## config.mk

```make
export PLATFORM = sky130hd
export DESIGN_NAME = data_mov_unit
export DESIGN_NICKNAME = d
export VERILOG_FILES = /design/src/rtl/data_mov_pkg.sv /design/src/rtl/dm_timeout_ctr.sv /design/src/rtl/data_mov_unit.sv
export SDC_FILE = /design/constraint.sdc
export NUM_CORES = 1
export LEC_CHECK = 0
export ABC_CLOCK_PERIOD_IN_PS = 1800
export BUFFER_PORTS_ARGS = -buffer_cell sky130_fd_sc_hd__buf_2
export CORE_UTILIZATION = 46
export CTS_CLUSTER_SIZE = 10
export DETAILED_ROUTE_END_ITERATION = 8
export MAX_ROUTING_LAYER = met4
export PLACE_DENSITY = 0.8
export SYNTH_ARGS = -nofsm -noshare
export SYNTH_HDL_FRONTEND = slang
export SYNTH_SLANG_ARGS = --single-unit
```

## constraint.sdc

```tcl
create_clock -name clk -period 1.8 [get_ports clk]
set_input_delay 0 -clock clk [delete_from_list [all_inputs] [get_ports clk]]
set_output_delay 0 -clock clk [all_outputs]
set_load 0.02 [all_outputs]
```

## src/rtl/data_mov_pkg.sv

```systemverilog
`default_nettype none
// ============================================================================
//  Module   : data_mov_pkg
//  Purpose  : Shared definitions for the data-move execution unit: opcode
//             encodings and the control FSM state encoding.
//  Ports    : none (package)
//  Revision : 1.0  initial release
// ============================================================================
package data_mov_pkg;

  localparam logic [4:0] OP_LDW = 5'b00001;
  localparam logic [4:0] OP_STW = 5'b00010;
  localparam logic [4:0] OP_MV  = 5'b00011;

  typedef enum logic [1:0] {
    ST_IDLE = 2'd0,
    ST_REQ  = 2'd1,
    ST_DONE = 2'd2
  } state_t;

endpackage : data_mov_pkg
`default_nettype wire

```

## src/rtl/dm_timeout_ctr.sv

```systemverilog
`default_nettype none
// ============================================================================
//  Module   : dm_timeout_ctr
//  Purpose  : Bounded-wait counter for the memory request phase. Counts the
//             cycles a request has been outstanding and flags expiry on the
//             TIMEOUT-th cycle. TIMEOUT=0 disables the bound.
//  Ports    : clk      in  clock, rising edge
//             rst_n    in  async reset, active low
//             clear    in  restart the count (entry to request phase)
//             count_en in  request outstanding this cycle
//             expired  out this is the last allowed cycle of the request
//  Revision : 1.0  initial release
// ============================================================================
module dm_timeout_ctr #(
  parameter int TIMEOUT = 16
) (
  input  logic clk,
  input  logic rst_n,
  input  logic clear,
  input  logic count_en,
  output logic expired
);

  generate
    if (TIMEOUT == 0) begin : g_no_timeout
      // Unbounded wait: the counter is not built.
      logic unused_inputs;
      assign unused_inputs = &{1'b0, clk, rst_n, clear, count_en};
      assign expired       = 1'b0;
    end else begin : g_timeout
      localparam int CW = (TIMEOUT > 1) ? $clog2(TIMEOUT) : 1;
      localparam logic [CW-1:0] LAST = CW'(TIMEOUT - 1);

      logic [CW-1:0] cnt;

      // Count is 0 on the first request cycle, so reaching TIMEOUT-1 marks
      // the TIMEOUT-th cycle with the request held.
      assign expired = count_en && (cnt == LAST);

      always_ff @(posedge clk or negedge rst_n) begin
        if (!rst_n) begin
          cnt <= '0;
        end else if (clear) begin
          cnt <= '0;
        end else if (count_en && !expired) begin
          cnt <= cnt + 1'b1;
        end
      end
    end
  endgenerate

endmodule : dm_timeout_ctr
`default_nettype wire

```

## src/rtl/data_mov_unit.sv

```systemverilog
`default_nettype none
// ============================================================================
//  Module   : data_mov_unit
//  Purpose  : Sequential LDW/STW/MV execution unit. Accepts one op via
//             valid/ready, runs a request/ack memory transaction for loads
//             and stores, and retires every op with a one-cycle done pulse
//             (plus a writeback pulse for MV and successful LDW).
//  Ports    : clk, rst_n                      clock / async active-low reset
//             in_valid, in_ready              op handshake (ready = IDLE)
//             opcode, has_imm, imm, x1, x2, rd   op fields
//             mem_req, mem_we, mem_addr, mem_wdata, mem_rdata, mem_ack
//                                             memory request/ack port
//             wb_valid, wb_rd, wb_data        writeback pulse
//             done, err                       retire pulse / error qualifier
//  Revision : 1.0  initial release
// ============================================================================
module data_mov_unit #(
  parameter int DATA_W  = 32,
  parameter int ADDR_W  = 32,
  parameter int IMM_W   = 16,
  parameter int RD_W    = 5,
  parameter int TIMEOUT = 16
) (
  input  logic              clk,
  input  logic              rst_n,
  input  logic              in_valid,
  output logic              in_ready,
  input  logic [4:0]        opcode,
  input  logic              has_imm,
  input  logic [IMM_W-1:0]  imm,
  input  logic [DATA_W-1:0] x1,
  input  logic [DATA_W-1:0] x2,
  input  logic [RD_W-1:0]   rd,
  output logic              mem_req,
  output logic              mem_we,
  output logic [ADDR_W-1:0] mem_addr,
  output logic [DATA_W-1:0] mem_wdata,
  input  logic [DATA_W-1:0] mem_rdata,
  input  logic              mem_ack,
  output logic              wb_valid,
  output logic [RD_W-1:0]   wb_rd,
  output logic [DATA_W-1:0] wb_data,
  output logic              done,
  output logic              err
);

  import data_mov_pkg::*;

  state_t state;

  logic [DATA_W-1:0] imm_sext;
  logic [DATA_W-1:0] imm_zext;
  logic [DATA_W-1:0] addr_sum;
  logic [DATA_W-1:0] mv_src;
  logic              accept;
  logic              is_mem_op;
  logic              expired;

  assign in_ready  = (state == ST_IDLE);
  assign accept    = in_valid && in_ready;
  assign is_mem_op = (opcode == OP_LDW) || (opcode == OP_STW);

  assign imm_sext = {{(DATA_W-IMM_W){imm[IMM_W-1]}}, imm};
  assign imm_zext = {{(DATA_W-IMM_W){1'b0}}, imm};
  // Full-width add, then truncation to ADDR_W gives wrap mod 2^ADDR_W.
  assign addr_sum = x1 + (has_imm ? imm_sext : '0);
  assign mv_src   = has_imm ? imm_zext : x1;

  dm_timeout_ctr #(
    .TIMEOUT (TIMEOUT)
  ) u_timeout (
    .clk      (clk),
    .rst_n    (rst_n),
    .clear    (accept && is_mem_op),
    .count_en (state == ST_REQ),
    .expired  (expired)
  );

  always_ff @(posedge clk or negedge rst_n) begin
    if (!rst_n) begin
      state     <= ST_IDLE;
      mem_req   <= 1'b0;
      mem_we    <= 1'b0;
      mem_addr  <= '0;
      mem_wdata <= '0;
      wb_valid  <= 1'b0;
      wb_rd     <= '0;
      wb_data   <= '0;
      done      <= 1'b0;
      err       <= 1'b0;
    end else begin
      case (state)
        ST_IDLE: begin
          if (accept) begin
            if (opcode == OP_MV) begin
              wb_valid <= 1'b1;
              wb_rd    <= rd;
              wb_data  <= mv_src;
              done     <= 1'b1;
              err      <= 1'b0;
              state    <= ST_DONE;
            end else if (is_mem_op) begin
              mem_req   <= 1'b1;
              mem_we    <= (opcode == OP_STW);
              mem_addr  <= addr_sum[ADDR_W-1:0];
              mem_wdata <= x2;
              wb_rd     <= rd;
              state     <= ST_REQ;
            end else begin
              // Illegal opcode: retire with error, memory untouched.
              done  <= 1'b1;
              err   <= 1'b1;
              state <= ST_DONE;
            end
          end
        end

        ST_REQ: begin
          // Ack is checked first so an ack on the expiry cycle still succeeds.
          if (mem_ack) begin
            mem_req <= 1'b0;
            done    <= 1'b1;
            err     <= 1'b0;
            if (!mem_we) begin
              wb_valid <= 1'b1;
              wb_data  <= mem_rdata;
            end
            state <= ST_DONE;
          end else if (expired) begin
            mem_req <= 1'b0;
            done    <= 1'b1;
            err     <= 1'b1;
            state   <= ST_DONE;
          end
        end

        ST_DONE: begin
          done     <= 1'b0;
          err      <= 1'b0;
          wb_valid <= 1'b0;
          state    <= ST_IDLE;
        end

        default: begin
          state <= ST_IDLE;
        end
      endcase
    end
  end

endmodule : data_mov_unit
`default_nettype wire

```

==> impl_results.html, run 1 <==
<table>
<tr><th>Metric</th><th>Value</th></tr>
<tr><th colspan="2">STA</th></tr>
<tr><td>Clock skew after layout</td><td>0.0164 ns</td></tr>
<tr><td>RSZ-0062 raised after global routing</td><td>true</td></tr>
<tr><td>Smallest setup slack after layout</td><td>-0.363 ns</td></tr>
<tr><td>Worst-Margin Slew</td><td>0.570 ns</td></tr>
<tr><td>Max Transition Viols Final</td><td>0</td></tr>
<tr><td>Total negative slack</td><td>-3.27 ns</td></tr>
<tr><td>Final setup violation count</td><td>21</td></tr>
<tr><td>Portion of the clock cycle consumed by the worst path in the final layout</td><td>120%</td></tr>
<tr><td>Final Critical Period</td><td>2.16 ns</td></tr>
<tr><td>Relative slew slack</td><td>61.9%</td></tr>
<tr><td>Final hold viol count</td><td>0</td></tr>
<tr><td>Maximum frequency from static timing analysis</td><td>0.462 GHz</td></tr>
<tr><th colspan="2">Die</th></tr>
<tr><td>Overall die area</td><td>15200 µm²</td></tr>
<tr><td>Horizontal die dimension</td><td>123 µm</td></tr>
<tr><td>Standard cell core area</td><td>14100 µm²</td></tr>
<tr><td>Number of placed I/O pins</td><td>234</td></tr>
<tr><td>Initial core utilization</td><td>48.0%</td></tr>
<tr><td>Number of cell rows</td><td>43</td></tr>
<tr><td>Die height</td><td>123 µm</td></tr>
<tr><th colspan="2">Placed design</th></tr>
<tr><td>Placed cell areas</td><td>8880 µm²</td></tr>
<tr><td>Number of cells in the design after placement</td><td>1280</td></tr>
<tr><td>Placer congestion estimate</td><td>0.941</td></tr>
<tr><td>Count of input and output buffers</td><td>233</td></tr>
<tr><td>Placed wire-length estimate</td><td>16000 µm</td></tr>
<tr><th colspan="2">Global route</th></tr>
<tr><td>Vias in the first global route</td><td>7456</td></tr>
<tr><td>Largest net degree at the start of global routing</td><td>73</td></tr>
<tr><td>Global-route wire length before repair</td><td>36500 µm</td></tr>
<tr><td>Met2 routing resource usage after global routing</td><td>51.7%</td></tr>
<tr><td>Antenna violations before repair</td><td>1</td></tr>
<tr><td>Combined global-route utilization of all metal layers</td><td>32.0%</td></tr>
<tr><td>Global-route met3 utilization</td><td>4.70%</td></tr>
<tr><td>Sum of overflow across all layers after global routing</td><td>0</td></tr>
<tr><td>GR met1 Demand/Resource</td><td>40.2%</td></tr>
<tr><td>Busiest metal layer after global routing</td><td>met2</td></tr>
<tr><th colspan="2">Routing</th></tr>
<tr><td>Total via count after detailed routing</td><td>7772</td></tr>
<tr><td>1st-iter DRT viols</td><td>568</td></tr>
<tr><td>Per-cell via count in the routed design</td><td>5.59</td></tr>
<tr><td>Number of nets with antenna violations after routing</td><td>0</td></tr>
<tr><td>DRT Wirelength</td><td>24800 µm</td></tr>
<tr><td>DRC</td><td>0</td></tr>
<tr><td>TritonRoute pass-1 iters</td><td>5</td></tr>
<tr><td>Mean routed wirelength per cell</td><td>17.8 µm</td></tr>
<tr><th colspan="2">Clocking</th></tr>
<tr><td>H-tree lvl count</td><td>3</td></tr>
<tr><td>CTS tree</td><td>built</td></tr>
<tr><td>Max clock buf depth</td><td>2</td></tr>
<tr><td>Number of buffers created by CTS</td><td>9</td></tr>
<tr><td>Root Driver</td><td>sky130_fd_sc_hd__clkbuf_16</td></tr>
<tr><td>CTS sink count</td><td>112</td></tr>
<tr><td>Post-CTS clock slew at the launch and capture registers of the worst setup and hold paths</td><td>0.08 ns</td></tr>
<tr><td>Clk Latency, worst-skew pair</td><td>0.36 ns</td></tr>
<tr><th colspan="2">Setup path</th></tr>
<tr><td>Depth of the worst register-to-register path</td><td>9</td></tr>
<tr><td>Worst R2R Start</td><td>state[0]$_DFFE_PN0P_</td></tr>
<tr><td>Kind of launch point of the worst setup path</td><td>primary input</td></tr>
<tr><td>FF-to-FF setup slack</td><td>0.03 ns</td></tr>
<tr><td>Worst Path Class, Setup</td><td>in2reg</td></tr>
<tr><td>Arrival time of data at the critical path endpoint</td><td>2.38 ns</td></tr>
<tr><td>Worst reg2reg path endpoint</td><td>wb_data[26]$_DFFE_PN0P_</td></tr>
<tr><td>Type of destination of the critical path</td><td>flip-flop</td></tr>
<tr><td>WP data required</td><td>2.02 ns</td></tr>
<tr><td>Largest driver fanout on the critical path</td><td>5</td></tr>
<tr><th colspan="2">Hold path</th></tr>
<tr><td>Worst hold path startpoint</td><td>mem_rdata[30]</td></tr>
<tr><td>Depth of the worst hold-timing path</td><td>3</td></tr>
<tr><td>Path class of the lowest-slack min-delay path</td><td>in2reg</td></tr>
<tr><td>Worst Hold Path EP</td><td>wb_data[30]$_DFFE_PN0P_</td></tr>
<tr><th colspan="2">Final layout</th></tr>
<tr><td>Most frequent cells in the layout</td><td>sky130_fd_sc_hd__buf_2, sky130_fd_sc_hd__nand2_1, sky130_fd_sc_hd__dfrtp_1, sky130_fd_sc_hd__buf_4</td></tr>
<tr><td>Final cell count without fillers</td><td>1390</td></tr>
<tr><td>Most common cell after layout, fill and taps aside</td><td>sky130_fd_sc_hd__buf_2</td></tr>
<tr><td>Fin nets</td><td>1352</td></tr>
<tr><td>Syn-to-layout area delta</td><td>53.6%</td></tr>
<tr><td>Cell area after layout</td><td>10400 µm²</td></tr>
<tr><td>Share of cells above drive strength 1</td><td>37.1%</td></tr>
<tr><th colspan="2">Synthesis</th></tr>
<tr><td>Synthesized flop and latch total</td><td>112</td></tr>
<tr><td>Total standard cell area after synthesis</td><td>6770 µm²</td></tr>
<tr><td>Synthesized instance count</td><td>827</td></tr>
<tr><td>Synth Warn #</td><td>0</td></tr>
<tr><td>Net count of the mapped netlist</td><td>975</td></tr>
<tr><td>Proportion of synthesized flip-flops having asynchronous set or reset</td><td>100%</td></tr>
<tr><td>Share of the yosys chip area belonging to registers</td><td>41.4%</td></tr>
<tr><td>Mean post-synth cell area</td><td>8.19 µm²</td></tr>
<tr><td>Number of library cell types mapped by synthesis</td><td>67</td></tr>
<tr><td>Top flip-flop cell by instance count after synthesis</td><td>sky130_fd_sc_hd__dfrtp_1</td></tr>
<tr><td>Number of enable-type register cells in the synthesized netlist</td><td>0</td></tr>
<tr><th colspan="2">Pwr</th></tr>
<tr><td>Pleak</td><td>5.20 nW</td></tr>
<tr><td>Power density relative to cell area</td><td>1210 nW/µm²</td></tr>
<tr><td>Worst supply voltage drop on vdd</td><td>813 µV</td></tr>
<tr><th colspan="2">Run status</th></tr>
<tr><td>Failing checks</td><td>negative setup slack</td></tr>
<tr><td>Status</td><td>finished with violations</td></tr>
<tr><th colspan="2">Flow run</th></tr>
<tr><td>Number of max-cap violations</td><td>0</td></tr>
</table>
[critical path, stage by stage]
cell and delay [ns]:
sky130_fd_sc_hd__buf_12 0.11, sky130_fd_sc_hd__and2_4 0.14, sky130_fd_sc_hd__ha_4 0.16, sky130_fd_sc_hd__fa_2 0.36
sky130_fd_sc_hd__a21o_1 0.20, sky130_fd_sc_hd__a221o_1 0.42, sky130_fd_sc_hd__a31o_4 0.28, sky130_fd_sc_hd__a211o_1 0.27
sky130_fd_sc_hd__and2_4 0.16, sky130_fd_sc_hd__xnor2_2 0.17, sky130_fd_sc_hd__o21ai_1 0.11
[kinds of logic after synthesis]
logic type,count (synthesis),share of synthesized area (%)
XOR/XNOR,39,5.04
adder cells (fa/ha/maj),21,3.99
AND/OR/NAND/NOR,343,23.4
buffers and inverters,75,4.67
flip-flops,112,41.4
AO/OA/AOI/OAI,231,20.6
multiplexers,6,0.979
[where the power goes]
part / switching (mW) / leakage (nW) / internal (mW)
clock network: 1.01 / 0.142 / 0.979
registers: 0.656 / 1.43 / 3.69
logic: 3.80 / 3.62 / 2.41
total: 5.46 / 5.20 / 7.07
[flip-flops by register name (all words and copies together), names as in the netlist]
register and cells:
mem_we 1, wb_data 32, wb_rd 5, wb_valid 1, done 1, mem_req 1
mem_addr 32, mem_wdata 32, u_timeout.g_timeout.cnt 4, err 1, state 2
[routing by layer]
layer	part of all wire [%]	up-vias
met5	0	-
met4	3.6	0
met3	7.6	77
met2	49	391
met1	40	3683
li1	-	3621
[cell usage after synthesis, types with 6 or more instances]
cell type	count	area share, %
sky130_fd_sc_hd__o21ai_1	9	0.67
sky130_fd_sc_hd__buf_2	7	0.52
sky130_fd_sc_hd__and3_1	10	0.92
sky130_fd_sc_hd__nor3_1	11	0.81
sky130_fd_sc_hd__dfrtp_1	112	41
sky130_fd_sc_hd__a21oi_1	81	6.0
sky130_fd_sc_hd__xnor2_1	31	4.0
sky130_fd_sc_hd__o22ai_1	6	0.55
sky130_fd_sc_hd__clkbuf_1	46	2.5
sky130_fd_sc_hd__and2_1	19	1.8
sky130_fd_sc_hd__o21ai_0	70	5.2
sky130_fd_sc_hd__a21o_1	10	1.1
sky130_fd_sc_hd__nor3b_1	14	1.6
sky130_fd_sc_hd__nor2_1	38	2.1
sky130_fd_sc_hd__nand3_1	20	1.5
sky130_fd_sc_hd__xor2_1	8	1.0
sky130_fd_sc_hd__a31oi_1	10	0.92
sky130_fd_sc_hd__ha_1	20	3.7
sky130_fd_sc_hd__nand2_1	199	11
sky130_fd_sc_hd__inv_1	13	0.72
[how the worst max path moves through the flow]
stage / start / to / slack, ns / cells after the start
after CTS: has_imm / mem_addr[30]$_DFFE_PN0P_ / -0.23 / 11
after global routing: has_imm / mem_addr[22]$_DFFE_PN0P_ / -0.41 / 11
after detailed placement: has_imm / mem_addr[30]$_DFFE_PN0P_ / -0.68 / 11
after global placement: has_imm / mem_addr[30]$_DFFE_PN0P_ / -0.61 / 11
final: has_imm / mem_addr[22]$_DFFE_PN0P_ / -0.36 / 11
after floorplan: has_imm / mem_addr[30]$_DFFE_PN0P_ / -0.63 / 12
[cell type report]
type,instances,area [µm²]
inverters,13,48.8
well taps,180,225
multi-input cells,640,4050
diodes,1,2.50
clock inverters,6,62.6
repair buffers,428,2980
clock buffers,10,229
flip-flops and latches,112,2800
fillers,942,3690
[through the flow]
step           setup slack (ns)  hold slack, ns  total power [mW]  util [%]
2_1_floorplan            -0.627          -0.296              7.56         -
3_3_place_gp             -0.611          -0.160              9.60      63.0
3_5_place_dp             -0.682          -0.159              9.77      63.0
4_1_cts                  -0.234          0.0105              11.9      71.5
5_1_grt                  -0.410          0.0444              13.3      73.8
6_report                 -0.363          0.0128              12.5      73.8
[repair_timing]
action | CTS | global route
pin swaps | 20 | 20
resized for setup | 31 | 33
cloned | 0 | 6
hold endpoints to repair | 179 | 0
buffers inserted | 7 | 10
hold buffers | 71 | 0
setup endpoints to repair | 28 | 54
(Power assumes the default switching activity.)
==> run 2: changes to the inputs <==
- CELL_PAD_IN_SITES_DETAIL_PLACEMENT: default -> 1
- CELL_PAD_IN_SITES_GLOBAL_PLACEMENT: default -> 1
- CORE_UTILIZATION: 46 -> 33
- PLACE_DENSITY: 0.8 -> 0.87
==> run 2 against run 1 <==
  * The run still ends with negative setup slack left
  * Critical path depth is 3 higher
  * Clock-buffer cell count decreased by 1
  * Non-clock buffer count grew 11
  * Global-route usage is 3.6 points lower
  * Setup slack improved by 0.0032 ns
  * Largest power group unchanged
  * Sequential power up 0.9%
  * Maximum frequency grew 0.15%
  * Largest cell class unchanged
  * First-iteration DRC count is 33% lower
  * Die area rose by 39%
  * Clock skew is 0.0018 ns higher
  * Final cell count rose by 7.5%
  * Sequential share of layout area shrank 0.97 points
==> impl_results.html, run 2 (synthesis results as in run 1) <==
<table>
<tr><th>Metric</th><th>Value</th></tr>
<tr><th colspan="2">Placed design</th></tr>
<tr><td>Placer congestion estimate</td><td>0.891</td></tr>
<tr><td>Placed cell areas</td><td>9070 µm²</td></tr>
<tr><td>Pre-CTS setup slack</td><td>-0.711 ns</td></tr>
<tr><td>Placed wire-length estimate</td><td>19900 µm</td></tr>
<tr><td>Count of input and output buffers</td><td>233</td></tr>
<tr><th colspan="2">STA</th></tr>
<tr><td>Final Critical Period</td><td>2.16 ns</td></tr>
<tr><td>Clock skew after layout</td><td>0.0182 ns</td></tr>
<tr><td>Maximum frequency from static timing analysis</td><td>0.463 GHz</td></tr>
<tr><td>Final setup violation count</td><td>26</td></tr>
<tr><td>Final hold viol count</td><td>0</td></tr>
<tr><td>Relative slew slack</td><td>65.8%</td></tr>
<tr><td>Max Transition Viols Final</td><td>0</td></tr>
<tr><td>RSZ-0062 raised after global routing</td><td>true</td></tr>
<tr><td>Worst-Margin Slew</td><td>0.508 ns</td></tr>
<tr><td>Portion of the clock cycle consumed by the worst path in the final layout</td><td>120%</td></tr>
<tr><td>Smallest setup slack after layout</td><td>-0.359 ns</td></tr>
<tr><td>Total negative slack</td><td>-5.22 ns</td></tr>
<tr><th colspan="2">Die</th></tr>
<tr><td>Standard cell core area</td><td>20200 µm²</td></tr>
<tr><td>Number of placed I/O pins</td><td>234</td></tr>
<tr><td>Overall die area</td><td>21100 µm²</td></tr>
<tr><td>Initial core utilization</td><td>33.6%</td></tr>
<tr><td>Die height</td><td>145 µm</td></tr>
<tr><td>Number of cell rows</td><td>52</td></tr>
<tr><td>Horizontal die dimension</td><td>145 µm</td></tr>
<tr><th colspan="2">Setup path</th></tr>
<tr><td>Worst Path Class, Setup</td><td>in2reg</td></tr>
<tr><td>Kind of launch point of the worst setup path</td><td>primary input</td></tr>
<tr><td>Arrival time of data at the critical path endpoint</td><td>2.46 ns</td></tr>
<tr><td>Type of destination of the critical path</td><td>flip-flop</td></tr>
<tr><td>WP data required</td><td>2.10 ns</td></tr>
<tr><td>Largest driver fanout on the critical path</td><td>6</td></tr>
<tr><th colspan="2">Clocking</th></tr>
<tr><td>CTS tree</td><td>built</td></tr>
<tr><td>Clk Latency, worst-skew pair</td><td>0.37 ns</td></tr>
<tr><td>CTS sink count</td><td>112</td></tr>
<tr><td>Number of buffers created by CTS</td><td>9</td></tr>
<tr><td>Max clock buf depth</td><td>2</td></tr>
<tr><td>H-tree lvl count</td><td>3</td></tr>
<tr><td>Root Driver</td><td>sky130_fd_sc_hd__clkbuf_16</td></tr>
<tr><td>Post-CTS clock slew at the launch and capture registers of the worst setup and hold paths</td><td>0.09 ns</td></tr>
<tr><th colspan="2">Pwr</th></tr>
<tr><td>Power density relative to cell area</td><td>1190 nW/µm²</td></tr>
<tr><td>Worst supply voltage drop on vdd</td><td>657 µV</td></tr>
<tr><td>Pleak</td><td>5.29 nW</td></tr>
<tr><td>Overall power of the completed layout</td><td>12.9 mW</td></tr>
<tr><th colspan="2">Final layout</th></tr>
<tr><td>Area occupied by multi-input gates</td><td>4210 µm²</td></tr>
<tr><td>Cell area after layout</td><td>10800 µm²</td></tr>
<tr><td>Most common cell after layout, fill and taps aside</td><td>sky130_fd_sc_hd__buf_2</td></tr>
<tr><td>Most frequent cells in the layout</td><td>sky130_fd_sc_hd__buf_2, sky130_fd_sc_hd__nand2_1, sky130_fd_sc_hd__buf_4, sky130_fd_sc_hd__dfrtp_1, sky130_fd_sc_hd__dlygate4sd3_1</td></tr>
<tr><td>Post-layout utilization of the core</td><td>53.5%</td></tr>
<tr><td>Syn-to-layout area delta</td><td>59.4%</td></tr>
<tr><td>Largest registers</td><td>mem_addr: 32 flops, mem_wdata: 32 flops, wb_data: 32 flops</td></tr>
<tr><td>Number of inserted filler cells in the final layout</td><td>2417</td></tr>
<tr><td>Share of cells above drive strength 1</td><td>39.3%</td></tr>
<tr><td>Fin nets</td><td>1363</td></tr>
<tr><td>Combined flip-flop and latch cell area</td><td>2800 µm²</td></tr>
<tr><th colspan="2">Global route</th></tr>
<tr><td>Global-route wire length before repair</td><td>45900 µm</td></tr>
<tr><td>Sum of overflow across all layers after global routing</td><td>0</td></tr>
<tr><td>Antenna violations before repair</td><td>4</td></tr>
<tr><td>Vias in the first global route</td><td>8664</td></tr>
<tr><td>Combined global-route utilization of all metal layers</td><td>28.4%</td></tr>
<tr><td>Largest net degree at the start of global routing</td><td>68</td></tr>
<tr><th colspan="2">Routing</th></tr>
<tr><td>Total via count after detailed routing</td><td>8069</td></tr>
<tr><td>1st-iter DRT viols</td><td>380</td></tr>
<tr><td>TritonRoute pass-1 iters</td><td>5</td></tr>
<tr><td>Per-cell via count in the routed design</td><td>5.40</td></tr>
<tr><td>Number of nets with antenna violations after routing</td><td>0</td></tr>
<tr><td>DRT Wirelength</td><td>32000 µm</td></tr>
<tr><td>Mean routed wirelength per cell</td><td>21.4 µm</td></tr>
<tr><td>DRC</td><td>0</td></tr>
<tr><th colspan="2">Run status</th></tr>
<tr><td>Status</td><td>finished with violations</td></tr>
<tr><td>Failing checks</td><td>negative setup slack</td></tr>
<tr><th colspan="2">Hold path</th></tr>
<tr><td>Path class of the lowest-slack min-delay path</td><td>in2reg</td></tr>
<tr><th colspan="2">Flow run</th></tr>
<tr><td>Number of max-cap violations</td><td>0</td></tr>
</table>
run 2: per-layer routing:
layer	vias up	track usage (%)	part of all wire, %
met1	3987	31.6	38
met5	-	-	0
met4	0	14.7	5.2
met2	334	49.1	52
li1	3626	-	-
met3	122	4.53	5.0
run 2: cell type report:
type	count	share of cell area (%)
inverter	13	0.452
multi-input combinational	640	39.0
clock buffer	9	2.09
tap	270	3.13
antenna	4	0.0927
sequential	112	26.0
clock inverter	7	0.823
timing repair buffer	439	28.4
run 2: worst paths after layout:
| kind | cells past startpoint | slack (ns) | startpoint | to |
|---|---|---|---|---|
| max in group asynchronous | 3 | 1.04 | rst_n | mem_addr[15]$_DFFE_PN0P_ |
| min in group asynchronous | 2 | 0.03 | rst_n | mem_wdata[22]$_DFFE_PN0P_ |
| setup / recovery | 14 | -0.36 | has_imm | mem_addr[29]$_DFFE_PN0P_ |
| hold / removal | 4 | 0.02 | opcode[0] | mem_we$_DFFE_PN0P_ |
| setup reg to reg | 8 | -0.02 | state[0]$_DFFE_PN0P_ | wb_data[13]$_DFFE_PN0P_ |
| hold reg to reg | 2 | 0.48 | mem_addr[0]$_DFFE_PN0P_ | mem_addr[0]$_DFFE_PN0P_ |
run 2: worst max-delay path, stage by stage:
cell and delay [ns]:
sky130_fd_sc_hd__buf_12 0.11, sky130_fd_sc_hd__buf_6 0.11, sky130_fd_sc_hd__buf_8 0.12, sky130_fd_sc_hd__and2_4 0.14, sky130_fd_sc_hd__ha_4 0.22, sky130_fd_sc_hd__a211o_1 0.31, sky130_fd_sc_hd__o211a_4 0.16, sky130_fd_sc_hd__a311oi_4 0.34
sky130_fd_sc_hd__buf_4 0.21, sky130_fd_sc_hd__a21o_1 0.14, sky130_fd_sc_hd__buf_4 0.12, sky130_fd_sc_hd__a311oi_4 0.10, sky130_fd_sc_hd__a211o_1 0.29, sky130_fd_sc_hd__nand3_1 0.07
run 2: power by group:
part / internal, mW / switching (mW)
registers: 3.68 / 0.692
logic: 2.31 / 4.00
clock network: 1.02 / 1.18
run 2: stage by stage:
stage,hold WS (ns),std cells
6_report,0.0171,1494
5_1_grt,0.0346,1494
4_1_cts,0.00583,1477
3_5_place_dp,-0.128,1380
3_3_place_gp,-0.131,1380
2_1_floorplan,-0.296,827
run 2: what timing repair did:
action,CTS,global route
hold endpoints to repair,182,0
endpoints found under the setup margin,105,51
cloned,1,1
hold buffers,71,0
pin swaps,19,32
buffers inserted,11,13
gates resized for setup,47,55
==> run 3: changes to the inputs <==
- SKIP_LAST_GASP: default -> 1
==> run 3 against run 2 <==
  * The run still ends with negative setup slack left
  * Global-route usage increased by 0.20 points
  * Combinational power increased by 0.8%
  * First-iteration DRC count decreased by 11%
  * Critical path depth decreased by 3
  * Final cell count decreased by 0.20%
  * Sequential power about the same
  * Power increased by 0.33%
  * Largest power group unchanged
==> impl_results.html, run 3 (synthesis results as in run 1) <==
<table>
<tr><th>Metric</th><th>Value</th></tr>
<tr><th colspan="2">Placed design</th></tr>
<tr><td>Number of cells in the design after placement</td><td>1380</td></tr>
<tr><td>Placer congestion estimate</td><td>0.891</td></tr>
<tr><td>Placed wire-length estimate</td><td>19900 µm</td></tr>
<tr><td>Count of input and output buffers</td><td>233</td></tr>
<tr><th colspan="2">Global route</th></tr>
<tr><td>Largest net degree at the start of global routing</td><td>68</td></tr>
<tr><td>Combined global-route utilization of all metal layers</td><td>28.6%</td></tr>
<tr><td>Antenna violations before repair</td><td>3</td></tr>
<tr><td>Sum of overflow across all layers after global routing</td><td>0</td></tr>
<tr><td>Vias in the first global route</td><td>8669</td></tr>
<tr><td>Global-route wire length before repair</td><td>46200 µm</td></tr>
<tr><th colspan="2">Run status</th></tr>
<tr><td>Failing checks</td><td>negative setup slack</td></tr>
<tr><td>Status</td><td>finished with violations</td></tr>
<tr><th colspan="2">Final layout</th></tr>
<tr><td>Largest registers</td><td>mem_addr: 32 flops, mem_wdata: 32 flops, wb_data: 32 flops</td></tr>
<tr><td>Share of cells above drive strength 1</td><td>38.3%</td></tr>
<tr><td>Number of inserted filler cells in the final layout</td><td>2396</td></tr>
<tr><td>Final cell count without fillers</td><td>1491</td></tr>
<tr><td>Fin nets</td><td>1361</td></tr>
<tr><td>Most common cell after layout, fill and taps aside</td><td>sky130_fd_sc_hd__buf_2</td></tr>
<tr><td>Syn-to-layout area delta</td><td>58.9%</td></tr>
<tr><td>Most frequent cells in the layout</td><td>sky130_fd_sc_hd__buf_2, sky130_fd_sc_hd__nand2_1, sky130_fd_sc_hd__buf_4, sky130_fd_sc_hd__dfrtp_1, sky130_fd_sc_hd__dlygate4sd3_1</td></tr>
<tr><th colspan="2">Setup path</th></tr>
<tr><td>FF-to-FF setup slack</td><td>0.03 ns</td></tr>
<tr><td>Critical Path End</td><td>mem_addr[30]$_DFFE_PN0P_</td></tr>
<tr><td>Worst Path Class, Setup</td><td>in2reg</td></tr>
<tr><td>Largest driver fanout on the critical path</td><td>6</td></tr>
<tr><td>Buffering stage count on the worst path with inverters included</td><td>1</td></tr>
<tr><td>Type of destination of the critical path</td><td>flip-flop</td></tr>
<tr><td>Arrival time of data at the critical path endpoint</td><td>2.37 ns</td></tr>
<tr><td>Largest stage delay on the critical path</td><td>0.38 ns</td></tr>
<tr><td>Worst reg2reg path endpoint</td><td>wb_data[25]$_DFFE_PN0P_</td></tr>
<tr><td>Series of cell instances along the critical path</td><td>buf_12 &gt; and2_4 &gt; ha_4 &gt; fa_2 &gt; a21o_1 &gt; a221o_1 &gt; a31o_4 &gt; a211o_1 &gt; a31oi_1 &gt; a31oi_4 &gt; o21ai_1</td></tr>
<tr><td>Depth of the worst register-to-register path</td><td>8</td></tr>
<tr><td>Launch point of the critical path</td><td>has_imm</td></tr>
<tr><td>Crit. path cell count</td><td>11</td></tr>
<tr><td>Kind of launch point of the worst setup path</td><td>primary input</td></tr>
<tr><td>Worst R2R Start</td><td>state[1]$_DFFE_PN0P_</td></tr>
<tr><td>WP data required</td><td>2.08 ns</td></tr>
<tr><td>Crit path max-delay cell type</td><td>sky130_fd_sc_hd__a221o_1</td></tr>
<tr><td>Kind of cell adding the most delay to the critical path</td><td>compound AO/OA/AOI/OAI gates</td></tr>
<tr><th colspan="2">Routing</th></tr>
<tr><td>Per-cell via count in the routed design</td><td>5.39</td></tr>
<tr><td>DRT Wirelength</td><td>31100 µm</td></tr>
<tr><td>Mean routed wirelength per cell</td><td>20.9 µm</td></tr>
<tr><td>DRC</td><td>0</td></tr>
<tr><td>1st-iter DRT viols</td><td>339</td></tr>
<tr><td>Number of nets with antenna violations after routing</td><td>0</td></tr>
<tr><td>TritonRoute pass-1 iters</td><td>6</td></tr>
<tr><td>Total via count after detailed routing</td><td>8034</td></tr>
<tr><th colspan="2">STA</th></tr>
<tr><td>Maximum frequency from static timing analysis</td><td>0.480 GHz</td></tr>
<tr><td>Relative slew slack</td><td>57.5%</td></tr>
<tr><td>Max Transition Viols Final</td><td>0</td></tr>
<tr><td>Worst-Margin Slew</td><td>0.630 ns</td></tr>
<tr><td>Portion of the clock cycle consumed by the worst path in the final layout</td><td>116%</td></tr>
<tr><td>Final setup violation count</td><td>22</td></tr>
<tr><td>Final hold viol count</td><td>0</td></tr>
<tr><td>Final Critical Period</td><td>2.08 ns</td></tr>
<tr><td>Smallest setup slack after layout</td><td>-0.283 ns</td></tr>
<tr><td>Clock skew after layout</td><td>0.0157 ns</td></tr>
<tr><td>RSZ-0062 raised after global routing</td><td>true</td></tr>
<tr><th colspan="2">Pwr</th></tr>
<tr><td>Part of the total power dissipated in the clock network</td><td>16.9%</td></tr>
<tr><td>Sw Ratio</td><td>45.4%</td></tr>
<tr><td>Sequential Power Share</td><td>33.9%</td></tr>
<tr><td>Overall power of the completed layout</td><td>12.9 mW</td></tr>
<tr><td>Worst supply voltage drop on vdd</td><td>708 µV</td></tr>
<tr><td>Power density relative to cell area</td><td>1200 nW/µm²</td></tr>
<tr><td>Internal power</td><td>7.06 mW</td></tr>
<tr><td>Pleak</td><td>5.28 nW</td></tr>
<tr><td>Portion of total power attributed to combinational logic</td><td>49.2%</td></tr>
<tr><td>NetSw</td><td>5.87 mW</td></tr>
<tr><th colspan="2">Die</th></tr>
<tr><td>Number of placed I/O pins</td><td>234</td></tr>
<tr><td>Overall die area</td><td>21100 µm²</td></tr>
<tr><td>Horizontal die dimension</td><td>145 µm</td></tr>
<tr><td>Number of cell rows</td><td>52</td></tr>
<tr><td>Initial core utilization</td><td>33.6%</td></tr>
<tr><td>Die height</td><td>145 µm</td></tr>
<tr><td>Standard cell core area</td><td>20200 µm²</td></tr>
<tr><th colspan="2">Clocking</th></tr>
<tr><td>CTS sink count</td><td>112</td></tr>
<tr><td>Max clock buf depth</td><td>2</td></tr>
<tr><td>H-tree lvl count</td><td>3</td></tr>
<tr><td>Clk Latency, worst-skew pair</td><td>0.37 ns</td></tr>
<tr><td>CTS tree</td><td>built</td></tr>
<tr><td>Number of buffers created by CTS</td><td>9</td></tr>
<tr><td>Post-CTS clock slew at the launch and capture registers of the worst setup and hold paths</td><td>0.09 ns</td></tr>
<tr><td>Root Driver</td><td>sky130_fd_sc_hd__clkbuf_16</td></tr>
<tr><th colspan="2">Flow run</th></tr>
<tr><td>Number of max-cap violations</td><td>0</td></tr>
<tr><th colspan="2">Hold path</th></tr>
<tr><td>Path class of the lowest-slack min-delay path</td><td>in2reg</td></tr>
</table>
==> run 3: changes by cell type in the layout (fill, tap and decap cells not counted), sizes merged <==
cell,previous run,this run
buf,367,364
diode,4,3
clkbuf,10,11
==> run 3: how the worst min path moves through the flow <==
| stage | depth (start not counted) | end | startpoint | slack [ns] |
|---|---|---|---|---|
| after global routing | 4 | mem_we$_DFFE_PN0P_ | opcode[0] | 0.04 |
| after CTS | 2 | mem_wdata[22]$_DFFE_PN0P_ | rst_n | 0.006 |
| after global placement | 1 | mem_wdata[22]$_DFFE_PN0P_ | rst_n | -0.13 |
| after detailed placement | 1 | mem_wdata[10]$_DFFE_PN0P_ | rst_n | -0.13 |
| final | 4 | mem_we$_DFFE_PN0P_ | opcode[0] | 0.02 |
| after floorplan | 0 | done$_DFFE_PN0P_ | rst_n | -0.30 |
==> run 3: what timing repair did <==
item                                    CTS  global route
resized for setup                        45            50
setup buffers                            11             9
gates cloned                              1             2
hold endpoints to repair                182             0
hold buffers                             71             0
pin swaps                                18            26
endpoints found under the setup margin  105            51
==> run 3: worst reg2reg max path: stages, from the launching register on <==
cell                        delay [ns]
sky130_fd_sc_hd__dfrtp_1          0.39
sky130_fd_sc_hd__inv_2            0.08
sky130_fd_sc_hd__ha_4             0.19
sky130_fd_sc_hd__o21ai_0          0.07
sky130_fd_sc_hd__a21boi_0         0.25
sky130_fd_sc_hd__buf_4            0.18
sky130_fd_sc_hd__o21ai_4          0.08
sky130_fd_sc_hd__clkbuf_16        0.20
sky130_fd_sc_hd__o21ai_0          0.22
==> run 3: cell type report <==
cell class | count | area (µm²) | area share, %
diodes | 3 | 7.51 | 0.0697
clock buffers | 9 | 225 | 2.09
clock inverters | 7 | 88.8 | 0.825
inverters | 13 | 48.8 | 0.453
multi-input cells | 640 | 4200 | 39.0
flip-flops and latches | 112 | 2800 | 26.0
well taps | 270 | 338 | 3.14
repair buffers | 437 | 3050 | 28.4
==> run 3: power by group through the flow <==
stage | clock, mW | combinational, mW | sequential [mW]
after floorplan | 0 | 1.85 | 5.71
final | 2.18 | 6.36 | 4.38
after global routing | 2.30 | 6.80 | 4.50
after detailed placement | 0 | 5.66 | 4.36
after CTS | 2.25 | 5.91 | 4.33
after global placement | 0 | 5.42 | 4.29
==> run 3: routing by layer <==
metal / GRT usage, % / wire length (µm) / vias up
li1: - / - / 3613
met4: 15.2 / 1540 / 0
met1: 31.7 / 12100 / 3954
met5: - / 0 / -
met2: 49.4 / 15900 / 350
met3: 4.62 / 1670 / 117
==> run 3: per-stage QoR <==
stage	hold slack, ns	setup TNS [ns]	utilization [%]	setup slack, ns	cell area, µm²
finish	0.0224	-3.00	53.4	-0.283	10800
global route	0.0393	-4.74	53.4	-0.353	10800
CTS	0.00583	-1.70	51.6	-0.173	10400
detailed placement	-0.128	-14.79	45.0	-0.711	9070
global placement	-0.131	-11.85	45.0	-0.636	9070
floorplan	-0.296	-8.75	-	-0.627	6920
